### config.mk
export PLATFORM = sky130hd
export DESIGN_NAME = adder_4bit_bist
export DESIGN_NICKNAME = d
export VERILOG_FILES = /design/src/rtl/adder_4bit_bist_pkg.sv /design/src/rtl/adder_4bit_bist_vec_cnt.sv /design/src/rtl/adder_4bit_bist.sv
export SDC_FILE = /design/constraint.sdc
export NUM_CORES = 1
export LEC_CHECK = 0
export BUFFER_PORTS_ARGS = -buffer_cell sky130_fd_sc_hd__buf_4
export CAP_MARGIN = 20
export CORE_ASPECT_RATIO = 2
export CORE_MARGIN = 2
export CORE_UTILIZATION = 56
export CTS_CLUSTER_SIZE = 30
export DETAILED_ROUTE_END_ITERATION = 16
export PLACE_DENSITY_LB_ADDON = 0.25
export REMOVE_ABC_BUFFERS = 1
export SETUP_SLACK_MARGIN = 0.05
export SYNTH_ARGS = -nofsm -noshare
export SYNTH_HDL_FRONTEND = slang
export SYNTH_SLANG_ARGS = --single-unit
### constraint.sdc
create_clock -name clk -period 3.3 [get_ports clk]
set_clock_uncertainty 0.1 [all_clocks]
set_input_delay 0.495 -clock clk [delete_from_list [all_inputs] [get_ports clk]]
set_output_delay 0.495 -clock clk [all_outputs]
set_load 0.05 [all_outputs]
### src/rtl/adder_4bit_bist_pkg.sv
// Shared definitions for the adder self-test stage: FSM state encoding,
// result counter width and the saturating increment used on mismatches.
package adder_4bit_bist_pkg;

  localparam int ERR_CNT_W = 16;

  typedef enum logic [2:0] {
    S_IDLE  = 3'd0,
    S_APPLY = 3'd1,
    S_WAIT  = 3'd2,
    S_CHECK = 3'd3,
    S_DONE  = 3'd4
  } state_e;

  function automatic logic [ERR_CNT_W-1:0] sat_inc(input logic [ERR_CNT_W-1:0] v);
    return (&v) ? v : v + ERR_CNT_W'(1);
  endfunction

endpackage

### src/rtl/adder_4bit_bist_vec_cnt.sv
// Vector counter for the adder self-test: clears on run start, steps once per
// checked vector, and flags the final {ci,a,b} vector one cycle ahead via a register.
module adder_4bit_bist_vec_cnt #(
  parameter int WIDTH    = 4,
  parameter bit CI_SWEEP = 1'b0
) (
  input  logic             clk,
  input  logic             rst,
  input  logic             clr,
  input  logic             inc,
  output logic [2*WIDTH:0] vec_o,
  output logic             last_o
);

  localparam logic [2*WIDTH:0] LAST_VEC = {CI_SWEEP, {(2*WIDTH){1'b1}}};

  logic [2*WIDTH:0] vec_q, vec_d;
  logic             last_q, last_d;

  // NOTE: every signal written here gets a default first, so no path leaves it
  // unassigned and no latch is inferred.
  always_comb begin
    vec_d = vec_q;
    if (clr) begin
      vec_d = '0;
    end else if (inc && !last_q) begin
      vec_d = vec_q + (2*WIDTH+1)'(1);
    end
    last_d = (vec_d == LAST_VEC);
  end

  // NOTE: reset is synchronous, so it is tested inside the clocked block rather
  // than listed in the sensitivity list; state uses non-blocking assignments so
  // all registers update together from pre-edge values.
  always_ff @(posedge clk) begin
    if (rst) begin
      vec_q  <= '0;
      last_q <= 1'b0;
    end else begin
      vec_q  <= vec_d;
      last_q <= last_d;
    end
  end

  assign vec_o  = vec_q;
  assign last_o = last_q;

endmodule

### src/rtl/adder_4bit_bist.sv
// Built-in self-test stage for a WIDTH-bit adder: sweeps every {ci,a,b} operand,
// waits SETTLE cycles, compares {co,s} against a+b+ci and records the result.
module adder_4bit_bist
  import adder_4bit_bist_pkg::*;
#(
  parameter int WIDTH    = 4,
  parameter bit CI_SWEEP = 1'b0,
  parameter int SETTLE   = 1
) (
  input  logic                 clk,
  input  logic                 rst,
  input  logic                 start,
  output logic [WIDTH-1:0]     a_o,
  output logic [WIDTH-1:0]     b_o,
  output logic                 ci_o,
  input  logic [WIDTH-1:0]     s_i,
  input  logic                 co_i,
  output logic                 busy,
  output logic                 done,
  output logic                 pass,
  output logic [ERR_CNT_W-1:0] err_cnt,
  output logic                 first_fail_vld,
  output logic [2*WIDTH:0]     first_fail_vec
);

  localparam logic [3:0] SETTLE_LAST = 4'(SETTLE > 0 ? SETTLE - 1 : 0);

  state_e                 state_q, state_d;
  logic [3:0]             settle_q, settle_d;
  logic [ERR_CNT_W-1:0]   err_q, err_d;
  logic                   pass_q, pass_d;
  logic                   ffv_q, ffv_d;
  logic [2*WIDTH:0]       ffvec_q, ffvec_d;
  logic [2*WIDTH:0]       vec;
  logic                   last;
  logic                   accept;
  logic [WIDTH:0]         golden;
  logic                   mismatch;

  assign accept = start && (state_q == S_IDLE || state_q == S_DONE);

  adder_4bit_bist_vec_cnt #(
    .WIDTH    (WIDTH),
    .CI_SWEEP (CI_SWEEP)
  ) u_vec_cnt (
    .clk    (clk),
    .rst    (rst),
    .clr    (accept),
    .inc    (state_q == S_CHECK),
    .vec_o  (vec),
    .last_o (last)
  );

  always_ff @(posedge clk) begin
    if (rst) state_q <= S_IDLE;
    else     state_q <= state_d;
  end

  always_comb begin
    state_d = state_q;
    case (state_q)
      S_IDLE, S_DONE: if (start) state_d = S_APPLY;
      S_APPLY:        state_d = (SETTLE == 0) ? S_CHECK : S_WAIT;
      S_WAIT:         if (settle_q == SETTLE_LAST) state_d = S_CHECK;
      S_CHECK:        state_d = last ? S_DONE : S_APPLY;
      default:        state_d = S_IDLE;
    endcase
  end

  // Operands come straight from the vector counter, so they only move on APPLY entry.
  always_comb begin
    a_o  = vec[2*WIDTH-1:WIDTH];
    b_o  = vec[WIDTH-1:0];
    ci_o = CI_SWEEP ? vec[2*WIDTH] : 1'b0;
    busy = (state_q == S_APPLY) || (state_q == S_WAIT) || (state_q == S_CHECK);
    done = (state_q == S_DONE);
  end

  assign golden   = {1'b0, a_o} + {1'b0, b_o} + {{WIDTH{1'b0}}, ci_o};
  assign mismatch = ({co_i, s_i} != golden);
  assign settle_d = (state_q == S_WAIT) ? settle_q + 4'd1 : 4'd0;

  always_comb begin
    err_d   = err_q;
    pass_d  = pass_q;
    ffv_d   = ffv_q;
    ffvec_d = ffvec_q;
    if (accept) begin
      err_d   = '0;
      pass_d  = 1'b0;
      ffv_d   = 1'b0;
      ffvec_d = '0;
    end else if (state_q == S_CHECK) begin
      if (mismatch) begin
        err_d = sat_inc(err_q);
        if (!ffv_q) begin
          ffv_d   = 1'b1;
          ffvec_d = vec;
        end
      end
      if (last) pass_d = (err_d == '0);
    end
  end

  always_ff @(posedge clk) begin
    if (rst) begin
      settle_q <= '0;
      err_q    <= '0;
      pass_q   <= 1'b0;
      ffv_q    <= 1'b0;
      ffvec_q  <= '0;
    end else begin
      settle_q <= settle_d;
      err_q    <= err_d;
      pass_q   <= pass_d;
      ffv_q    <= ffv_d;
      ffvec_q  <= ffvec_d;
    end
  end

  assign pass           = pass_q;
  assign err_cnt        = err_q;
  assign first_fail_vld = ffv_q;
  assign first_fail_vec = ffvec_q;

endmodule
# After elaboration in Yosys (flattened, before gate mapping)

Index checks and enable logic that the tools add are counted.

Add/sub/neg operators: 4
Multiply operators: 0
Shift-type cells: 0
Equal/unequal tests: 8
Order comparisons: 0
Bitwise operators: 2
Reduce and logical (&&, ||, !) cells: 17
Multiplexer cells: 10
Divide/modulo/power cells: 0

Operators by type and width:

| operator                                            | number |
|---|---|
| 2-to-1 mux 16 bit                                   | 4 |
| 2-to-1 mux 9 bit                                    | 2 |
| adder 16 x 1 -> 16 bit, second input constant       | 1 |
| logical NOT 16 bit                                  | 1 |
| AND reduction 16 bit                                | 1 |
| one-hot mux 3 bit (4 select lines)                  | 1 |
| adder 9 x 1 -> 9 bit, second input constant         | 1 |
| equality test 9 x 8 -> 1 bit, second input constant | 1 |
| 2-to-1 mux 3 bit                                    | 3 |
| equality test 3 x 2 -> 1 bit, second input constant | 2 |
| AND reduction 2 bit                                 | 3 |
| OR reduction 2 bit                                  | 3 |
| adder 4 x 4 -> 5 bit                                | 1 |
| != test 5 bit                                       | 1 |
| adder 4 x 1 -> 4 bit, second input constant         | 1 |
| logical NOT 4 bit                                   | 1 |
| != test 2 bit, second input constant                | 2 |
| equality test 3 x 1 -> 1 bit, second input constant | 1 |
| equality test 3 bit, second input constant          | 1 |
| logical NOT 3 bit                                   | 1 |
| logical OR 1 bit                                    | 3 |
| AND reduction 3 bit                                 | 1 |
| logical AND 1 bit                                   | 2 |
| inverter 1 bit                                      | 2 |
| logical NOT 1 bit                                   | 1 |

Bits of input ports: 8
Memories kept: 0
Bits in latches: 0
Word-level logic and storage cells: 49
Bits in read-only memories: 0
Memory bits (writable): 0
Flip-flop bits (word level): 44
Output and inout port bits: 38

# Logic depth before layout (Yosys ltp)

Gate-level depths: netlist of run 1.

Word-level depth: 6
Gate-level depth with buffers: 11

# Modules after synthesis

From an unflattened synthesis of run 1, not the netlist that was laid out.

Cells, all modules: 316
Area total of the unflattened synthesis: 2662.6 µm²

Modules (own cells, without submodules):

| module                  | area each (µm²) | cells each | instances |
|---|---|---|---|
| adder_4bit_bist         | 2082.0          | 252        | 1 |
| adder_4bit_bist_vec_cnt | 580.6           | 64         | 1 |

# Worst setup path before layout of run 1

OpenSTA, ideal clock, no wires.

Path kind: register -> register
Start: register err_q[0], in the netlist err_cnt[0]
End: register pass_q, in the netlist pass
Arrival time: 2406 ps
Stages on the path, launching flop included: 10
Slack: 674 ps
Path through: dfxtp_1 ha_1 clkbuf_1 nand3_1 nor2_1 nand3_1 and4b_1 mux2_2 o2111ai_1 o21ai_2

Cells in the longest elaborated chain, start to end: 6
Elaborated cells between the ends (all ways): 7
Classes of those cells: add/sub (1); mux (4); reduce/logical (2)

Ends and longest elaborated chain:

| item                                                           | line                      | RTL |
|---|---|---|
| start, declared                                                | adder_4bit_bist.sv:30     | `logic [ERR_CNT_W-1:0] err_q, err_d;` |
| start signal, assigned                                         | adder_4bit_bist.sv:114    | `err_q <= err_d;` |
| adder 16 x 1 -> 16 bit or AND reduction 16 bit (tied branches) | adder_4bit_bist_pkg.sv:16 | `return (&v) ? v : v + ERR_CNT_W'(1);` |
| 2-to-1 mux 16 bit                                              | adder_4bit_bist_pkg.sv:16 |  |
| 2-to-1 mux 16 bit (*)                                          | adder_4bit_bist.sv:94     | `if (mismatch) begin` |
| 2-to-1 mux 16 bit (*)                                          | adder_4bit_bist.sv:93     | `end else if (state_q == S_CHECK) begin` |
| 2-to-1 mux 16 bit (*)                                          | adder_4bit_bist.sv:88     | `if (accept) begin` |
| logical NOT 16 bit (*)                                         | adder_4bit_bist.sv:101    | `if (last) pass_d = (err_d == '0);` |
| end signal, assigned                                           | adder_4bit_bist.sv:115    | `pass_q <= pass_d;` |
| end, declared                                                  | adder_4bit_bist.sv:31     | `logic pass_q, pass_d;` |

Mark *: on every way between the ends. The rest lies on a longest branch, timed or not. The select of a mux whose other input is x is not followed.
A chain may end at the register's enable or synchronous reset.

# Final worst setup path of run 1

Start: register u_vec_cnt.vec_q[4], in the netlist u_vec_cnt.vec_o[4]
End: register pass_q, in the netlist pass

Cells in the longest elaborated chain, start to end: 6

Ends and longest elaborated chain:

| item                   | line                          | RTL |
|---|---|---|
| start, declared        | adder_4bit_bist_vec_cnt.sv:17 | `logic [2*WIDTH:0] vec_q, vec_d;` |
| start signal, assigned | adder_4bit_bist_vec_cnt.sv:40 | `vec_q <= vec_d;` |
| adder 4 x 4 -> 5 bit   | adder_4bit_bist.sv:79         | `assign golden = {1'b0, a_o} + {1'b0, b_o} + {{WIDTH{1'b0}}, ci_o};` |
| != test 5 bit          | adder_4bit_bist.sv:80         | `assign mismatch = ({co_i, s_i} != golden);` |
| 2-to-1 mux 16 bit      | adder_4bit_bist.sv:94         |  |
| 2-to-1 mux 16 bit      | adder_4bit_bist.sv:93         |  |
| 2-to-1 mux 16 bit      | adder_4bit_bist.sv:88         |  |
| logical NOT 16 bit     | adder_4bit_bist.sv:101        |  |

Every way passes these cells. The select of a mux whose other input is x is not followed.

==> Flow_metrics.wiki, run 1 <==
{| class="wikitable"
! Metric !! Value
|-
| Run status || finished clean
|-
| CTS tree || built
|-
| Share of synthesized registers carrying an async set or reset || 0%
|-
| Top cell type's share of synthesized area || between 30% and 40%
|-
| Number of slew-limit violations in the final report || 0
|-
| Worst Reg-to-Reg Cells || 8
|-
| Number of vias per cell after detailed routing || approximately 5.9
|-
| Post-Synthesis Cell Area || 2651 µm²
|-
| Remaining antenna violation count after routing || 0
|-
| Kind of launch point of the worst setup path || register
|-
| Via count of the routed design || approximately 2400
|-
| Hold buffer count at CTS || 0
|-
| Worst min-delay path category || input pin to register
|-
| Total global routing track utilization || around a quarter
|-
| Number of library cell types mapped by synthesis || between 50 and 60
|-
| Non-filler instance count after layout || just over 400
|-
| Clock Latency Late Sink || around 0.3 ns
|-
| Detailed placement HPWL || approximately 4700 µm
|-
| Synthesized netlist cell count || approximately 310
|-
| Instance count after placement with tap cells included || just under 400
|-
| Cell at the root of the clock tree || clkbuf_8
|-
| FF-to-FF Start || u_vec_cnt.vec_o[4]
|-
| Number of post-CTS setup repair buffers || 0
|-
| GP Congestion || around 0.97
|-
| Final hold viol count || 0
|-
| Internal reg-to-reg setup slack || 0.46 ns
|-
| Top area cells in the synthesized netlist || dfxtp_1 (33%), nor2_1 (7.4%), xor2_1 (6.3%)
|-
| Critical Path Source || u_vec_cnt.vec_o[4]
|-
| Number of CTS-inserted buffers || 5
|-
| Crit path max-delay cell type || dfxtp_1
|-
| Fill count || a little over 400
|-
| Final hold slack || slightly above 0.3 ns
|-
| Die extent in y || between 100 and 150 µm
|-
| Post-synthesis average cell area || 8.444 µm²
|-
| Layout area overhead || 15.15%
|-
| Resized cells post-CTS || 0
|-
| Max IR drop VDD || 334.1 µV
|-
| Most common cell after layout, fill and taps aside || nor2_1
|-
| Port Buffers || 44
|-
| EDFF count, synth || 0
|-
| Rel. slew slack || 43.75%
|-
| Unrepaired setup endpoints after global routing || no
|-
| Routed length per placed instance || 15.56 µm
|-
| Critical path class || register to register
|-
| Number of max-cap violations || 0
|-
| Final worst-path cycle share || between 80 and 90%
|-
| Capturing element type of the critical path || register
|-
| Via count of the first global-routing pass || about 2300
|-
| Worst-case hold path end point || state_q[2]
|-
| Dominant register cell in the synthesized netlist || dfxtp_1
|-
| Maximum number of pins on one net before global-route repair || 26
|-
| R2r endpoint || pass
|-
| Leading cell types in the layout, fill and taps excluded || nor2_1 (52), buf_4 (50), dfxtp_1 (44)
|-
| Arrival time worst endpoint || ~3 ns
|-
| Count of standard-cell rows || 35
|-
| Total wire length || approximately 6300 µm
|-
| Share of layout cells above drive strength 1 || 21.55%
|-
| Synthesized flop and latch total || between 40 and 50
|-
| Hold path depth || 2
|-
| Power density over the cells || about 350 nW/µm²
|-
| Pin slew with the least headroom to its limit || about 0.84 ns
|-
| Cell accounting for the most synthesized area || dfxtp_1
|-
| Io pins || 46
|-
| Die Wd || 52.66 µm
|-
| Synth warn || 0
|-
| Antenna fix cells || 0
|-
| Total overflow reported by the global router || 0
|-
| Sequence of cells on the critical path || ha_1 > fa_1 > xor2_1 > or3_1 > o211ai_1 > mux2i_1 > o2111ai_1 > o21ai_2
|-
| Number of setup violations in the final report || 0
|-
| Crit path time final || about 2.8 ns
|-
| Core Box Area || about 4600 µm²
|-
| Number of antenna violations at the first check in global routing || 0
|-
| Final nets || ~360
|-
| First-pass iteration count of the detailed router || 4
|-
| Largest incremental delay on the critical path || 0.48 ns
|-
| Final design area excluding fillers || 3053 µm²
|-
| Lkg Pwr || 1.192 nW
|-
| Count of unresolved DRC violations after routing || 0
|-
| Share of synthesized area occupied by flip-flops and latches || 33.22%
|-
| Worst Path Required || approximately 3.4 ns
|-
| Max clock buf depth || 2
|-
| Hold_sp || rst
|-
| Count of clock tree sinks || 44
|-
| Count of routing violations after the opening detailed-route iteration || 84
|-
| H-tree depth || 2
|-
| Wire length of the first global-routing pass || approximately 10000 µm
|-
| DP Area || about 3000 µm²
|-
| Clk slew on worst S/H paths || 0.09 ns
|-
| Final sum of negative setup slack || 0 ns
|-
| Fmax || approximately 350 MHz
|-
| Effective utilization at floorplan || between 50% and 60%
|-
| Floorplan die area || around 5300 µm²
|-
| Max FO, Critical Path || 8
|}
[area by class of cell]
cell class	count	area, µm²	share of cell area, %
clock inverters	2	35.03	1.148
flip-flops and latches	44	880.8	28.85
multi-input cells	237	1587	51.97
well taps	55	68.82	2.254
inverters	9	33.78	1.107
repair buffers	50	375.4	12.30
clock buffers	6	72.57	2.377
[flip-flops by register name (all words and copies together) (netlist names)]
signal and flops:
pass 1, settle_q 4, first_fail_vec 9, first_fail_vld 1, err_cnt 16, u_vec_cnt.last_o 1
u_vec_cnt.vec_o 9, state_q 3
[worst max-delay path: cells and delay by family, from the launching register on]
kind	cells	cell delay (ns)
AO/OA/AOI/OAI	3	0.58
XOR/XNOR	1	0.18
adder cells (fa/ha/maj)	2	0.68
flip-flops	1	0.48
multiplexers	1	0.29
AND/OR/NAND/NOR	1	0.48
[worst max-delay path by stage]
stage / end
after floorplan: first_fail_vec[2]
after global placement: pass
after detailed placement: pass
after CTS: pass
after global routing: pass
final: pass
[per-layer routing]
| layer | GRT usage [%] | wire length [µm] | vias to the layer above |
|---|---|---|---|
| li1 | - | - | 1160 |
| met1 | 26.91 | 2384 | 1126 |
| met2 | 47.12 | 3454 | 83 |
| met3 | 3.982 | 255 | 14 |
| met4 | 11.24 | 177 | 0 |
| met5 | 0 | 0 | - |
[logic make-up after synthesis]
family / synth area share [%]
AOI/OAI and AO/OA: 12.88
xor gates and xnor gates: 9.910
adders and majority gates: 4.531
buffers and inverters: 6.937
DFF: 33.22
muxes: 6.088
other: 0.1414
and+or+nand+nor: 26.29
[cell usage after synthesis (2+ instances only)]
| cell type | n |
|---|---|
| a311oi_1 | 3 |
| buf_4 | 9 |
| xor2_1 | 19 |
| clkbuf_1 | 9 |
| nor2_1 | 52 |
| a21oi_1 | 11 |
| a41oi_1 | 2 |
| and3_1 | 5 |
| o2111ai_1 | 2 |
| nand4_1 | 8 |
| or2_2 | 3 |
| inv_1 | 9 |
| buf_6 | 3 |
| xnor2_1 | 11 |
| and4_1 | 2 |
| mux2i_1 | 15 |
| ha_1 | 8 |
| and4b_1 | 2 |
| dfxtp_1 | 44 |
| a211oi_1 | 3 |
| buf_2 | 3 |
| nand3_1 | 18 |
| nand2_1 | 17 |
| nor3_1 | 6 |
| and2_1 | 4 |
| nand3b_1 | 2 |
| or3_1 | 3 |
| o211ai_1 | 3 |
| o21ai_0 | 9 |
[report_power, final]
group / internal [W] / switching [W]
Sequential: 0.000537 / 0.0000119
Clock: 0.000225 / 0.000192
Combinational: 0.0000394 / 0.0000736
[metrics by stage]
step / total power (W) / setup slack [ns] / util, %
6_report: 0.001079 / 0.4560 / 66.39
5_1_grt: 0.001121 / 0.2619 / 66.39
4_1_cts: 0.001087 / 0.4668 / 66.39
3_5_place_dp: 0.0006740 / 0.4925 / 64.05
3_3_place_gp: 0.0006721 / 0.5415 / 64.05
2_1_floorplan: 0.0006355 / -0.1272 / -
Note: power is estimated with default switching activity, not from simulation.
==> run 2: changes to the inputs <==
- PLACE_DENSITY: unset -> 0.81
- PLACE_DENSITY_LB_ADDON: 0.25 -> unset
- SLEW_MARGIN: unset -> 25
==> Flow_metrics.wiki, run 2 (synthesis gave the netlist of run 1 again) <==
{| class="wikitable"
! Metric !! Value
|-
| Number of vias per cell after detailed routing || slightly below 6
|-
| Sequence of cells on the critical path || ha_1 > fa_1 > xnor2_1 > xnor2_1 > or3_1 > o21ai_0 > mux2_2 > o2111ai_1 > o21ai_2
|-
| Clock Latency Late Sink || around 0.3 ns
|-
| Kind of launch point of the worst setup path || register
|-
| Total overflow reported by the global router || 0
|-
| Pin slew with the least headroom to its limit || about 0.7 ns
|-
| Count of unresolved DRC violations after routing || 0
|-
| Final worst-path cycle share || 88.67%
|-
| Die Wd || 52.66 µm
|-
| DP Area || roughly 3000 µm²
|-
| Largest incremental delay on the critical path || 0.45 ns
|-
| Critical path class || register to register
|-
| Hold_sp || rst
|-
| Final design area excluding fillers || approximately 3100 µm²
|-
| Final hold viol count || 0
|-
| Unrepaired setup endpoints after global routing || no
|-
| Max FO, Critical Path || 8
|-
| CTS tree || built
|-
| Worst-case hold path end point || state_q[0]
|-
| Lkg Pwr || 1.199 nW
|-
| Number of CTS-inserted buffers || 5
|-
| Worst Reg-to-Reg Cells || 9
|-
| Clk slew on worst S/H paths || 0.09 ns
|-
| Final hold slack || approximately 0.30 ns
|-
| R2r endpoint || pass
|-
| Wire length of the first global-routing pass || roughly 10000 µm
|-
| Max clock buf depth || 2
|-
| Capturing element type of the critical path || register
|-
| Count of routing violations after the opening detailed-route iteration || around 120
|-
| Internal reg-to-reg setup slack || between 0.3 and 0.4 ns
|-
| Number of setup violations in the final report || 0
|-
| Number of slew-limit violations in the final report || 0
|-
| Total global routing track utilization || between 20% and 30%
|-
| Crit-path most repeated cell || xnor2_1
|-
| FF-to-FF Start || u_vec_cnt.vec_o[4]
|-
| Final nets || between 300 and 400
|-
| Layout area overhead || 16.09%
|-
| Total wire length || approximately 6400 µm
|-
| Run status || finished clean
|-
| Power density over the cells || about 360 nW/µm²
|-
| Remaining antenna violation count after routing || 0
|-
| First-pass iteration count of the detailed router || 4
|-
| Io pins || between 40 and 50
|-
| Core Box Area || ~4600 µm²
|-
| Fin util || around 67%
|-
| Leading cell types in the layout, fill and taps excluded || nor2_1 (52), buf_4 (50), dfxtp_1 (44)
|-
| Number of buffer and inverter instances along the worst setup path || 0
|-
| Detailed placement HPWL || ~4800 µm
|-
| Port Buffers || between 40 and 50
|-
| Die extent in y || approximately 100 µm
|-
| H-tree depth || 2
|-
| Share of layout cells above drive strength 1 || 22.13%
|-
| Maximum number of pins on one net before global-route repair || 22
|-
| Count of standard-cell rows || 35
|-
| Crit path time final || ~2.9 ns
|-
| Via count of the routed design || about 2400
|-
| Rel. slew slack || 53.42%
|-
| Max IR drop VDD || approximately 350 µV
|-
| Via count of the first global-routing pass || 2272
|-
| Final WS setup || between 0.3 and 0.4 ns
|-
| Fill count || around 400
|-
| Worst min-delay path category || input pin to register
|-
| Number of max-cap violations || 0
|-
| Worst Path Required || around 3.4 ns
|-
| GP Congestion || roughly 0.94
|-
| Fmax || about 340 MHz
|-
| Most common cell after layout, fill and taps aside || nor2_1
|-
| Antenna fix cells || 0
|-
| Setup slack at placement || 0.1557 ns
|-
| Floorplan die area || 5334 µm²
|-
| Arrival time worst endpoint || 3.01 ns
|-
| Cell at the root of the clock tree || clkbuf_8
|-
| Number of antenna violations at the first check in global routing || 0
|-
| Count of clock tree sinks || 44
|-
| Flip-flop count of the largest register, all copies and words added || 16
|-
| Dominant delay contributor by cell family on the critical path || adder cells
|-
| Routed length per placed instance || roughly 16 µm
|-
| Effective utilization at floorplan || 57.66%
|-
| Hold path depth || 2
|-
| Crit path max-delay cell type || or3_1
|}
-- run 2: cell type report --
cell class / instances / area, µm² / share of cell area, %
repair buffers: 50 / 375.4 / 12.20
multi-input cells: 237 / 1598 / 51.91
clock inverters: 2 / 38.79 / 1.260
flip-flops and latches: 44 / 880.8 / 28.62
clock buffers: 6 / 82.58 / 2.683
inverters: 9 / 33.78 / 1.098
well taps: 55 / 68.82 / 2.236
-- run 2: worst reg2reg max path, cell delays in order (launching register included) --
cell and delay [ns]:
dfxtp_1 0.39, ha_1 0.26, fa_1 0.40, xnor2_1 0.23
xnor2_1 0.11, or3_1 0.45, o21ai_0 0.23, mux2_2 0.36
o2111ai_1 0.18, o21ai_2 0.10
-- run 2: worst max-delay path by stage --
| stage | start | to | slack (ns) | cells past startpoint |
|---|---|---|---|---|
| 3_3_place_gp | u_vec_cnt.vec_o[4] | first_fail_vec[0] | 0.29 | 9 |
| 2_1_floorplan | u_vec_cnt.vec_o[0] | first_fail_vec[2] | -0.13 | 8 |
| 3_5_place_dp | u_vec_cnt.vec_o[4] | first_fail_vec[2] | 0.16 | 9 |
| 4_1_cts | u_vec_cnt.vec_o[4] | first_fail_vec[2] | 0.15 | 9 |
| 6_report | u_vec_cnt.vec_o[4] | pass | 0.37 | 9 |
| 5_1_grt | u_vec_cnt.vec_o[4] | err_cnt[12] | 0.26 | 9 |
-- run 2: routing by layer --
metal	routed length, µm	GRT usage (%)
met4	410	17.16
met1	2301	26.83
met5	0	0
met3	297	4.425
met2	3432	44.52
-- run 2: through the flow --
step,cells,setup TNS (ns),total power (W)
final,403,0,0.001101
after global routing,403,0,0.001150
after CTS,403,0,0.001112
after detailed placement,395,0,0.0006734
after global placement,395,0,0.0006716
after floorplan,290,-1.140,0.0006355
-- run 2: what timing repair did --
item,4_1_cts,5_1_grt
hold buffers,0,0
resized for setup,0,1
setup buffers,0,0
endpoints found under the setup margin,0,9
-- run 2: report_power, final --
group	switching, W	internal [W]	total, W
Combinational	0.0000743	0.0000398	0.000114
Sequential	0.0000114	0.000537	0.000548
Clock	0.000191	0.000248	0.000439
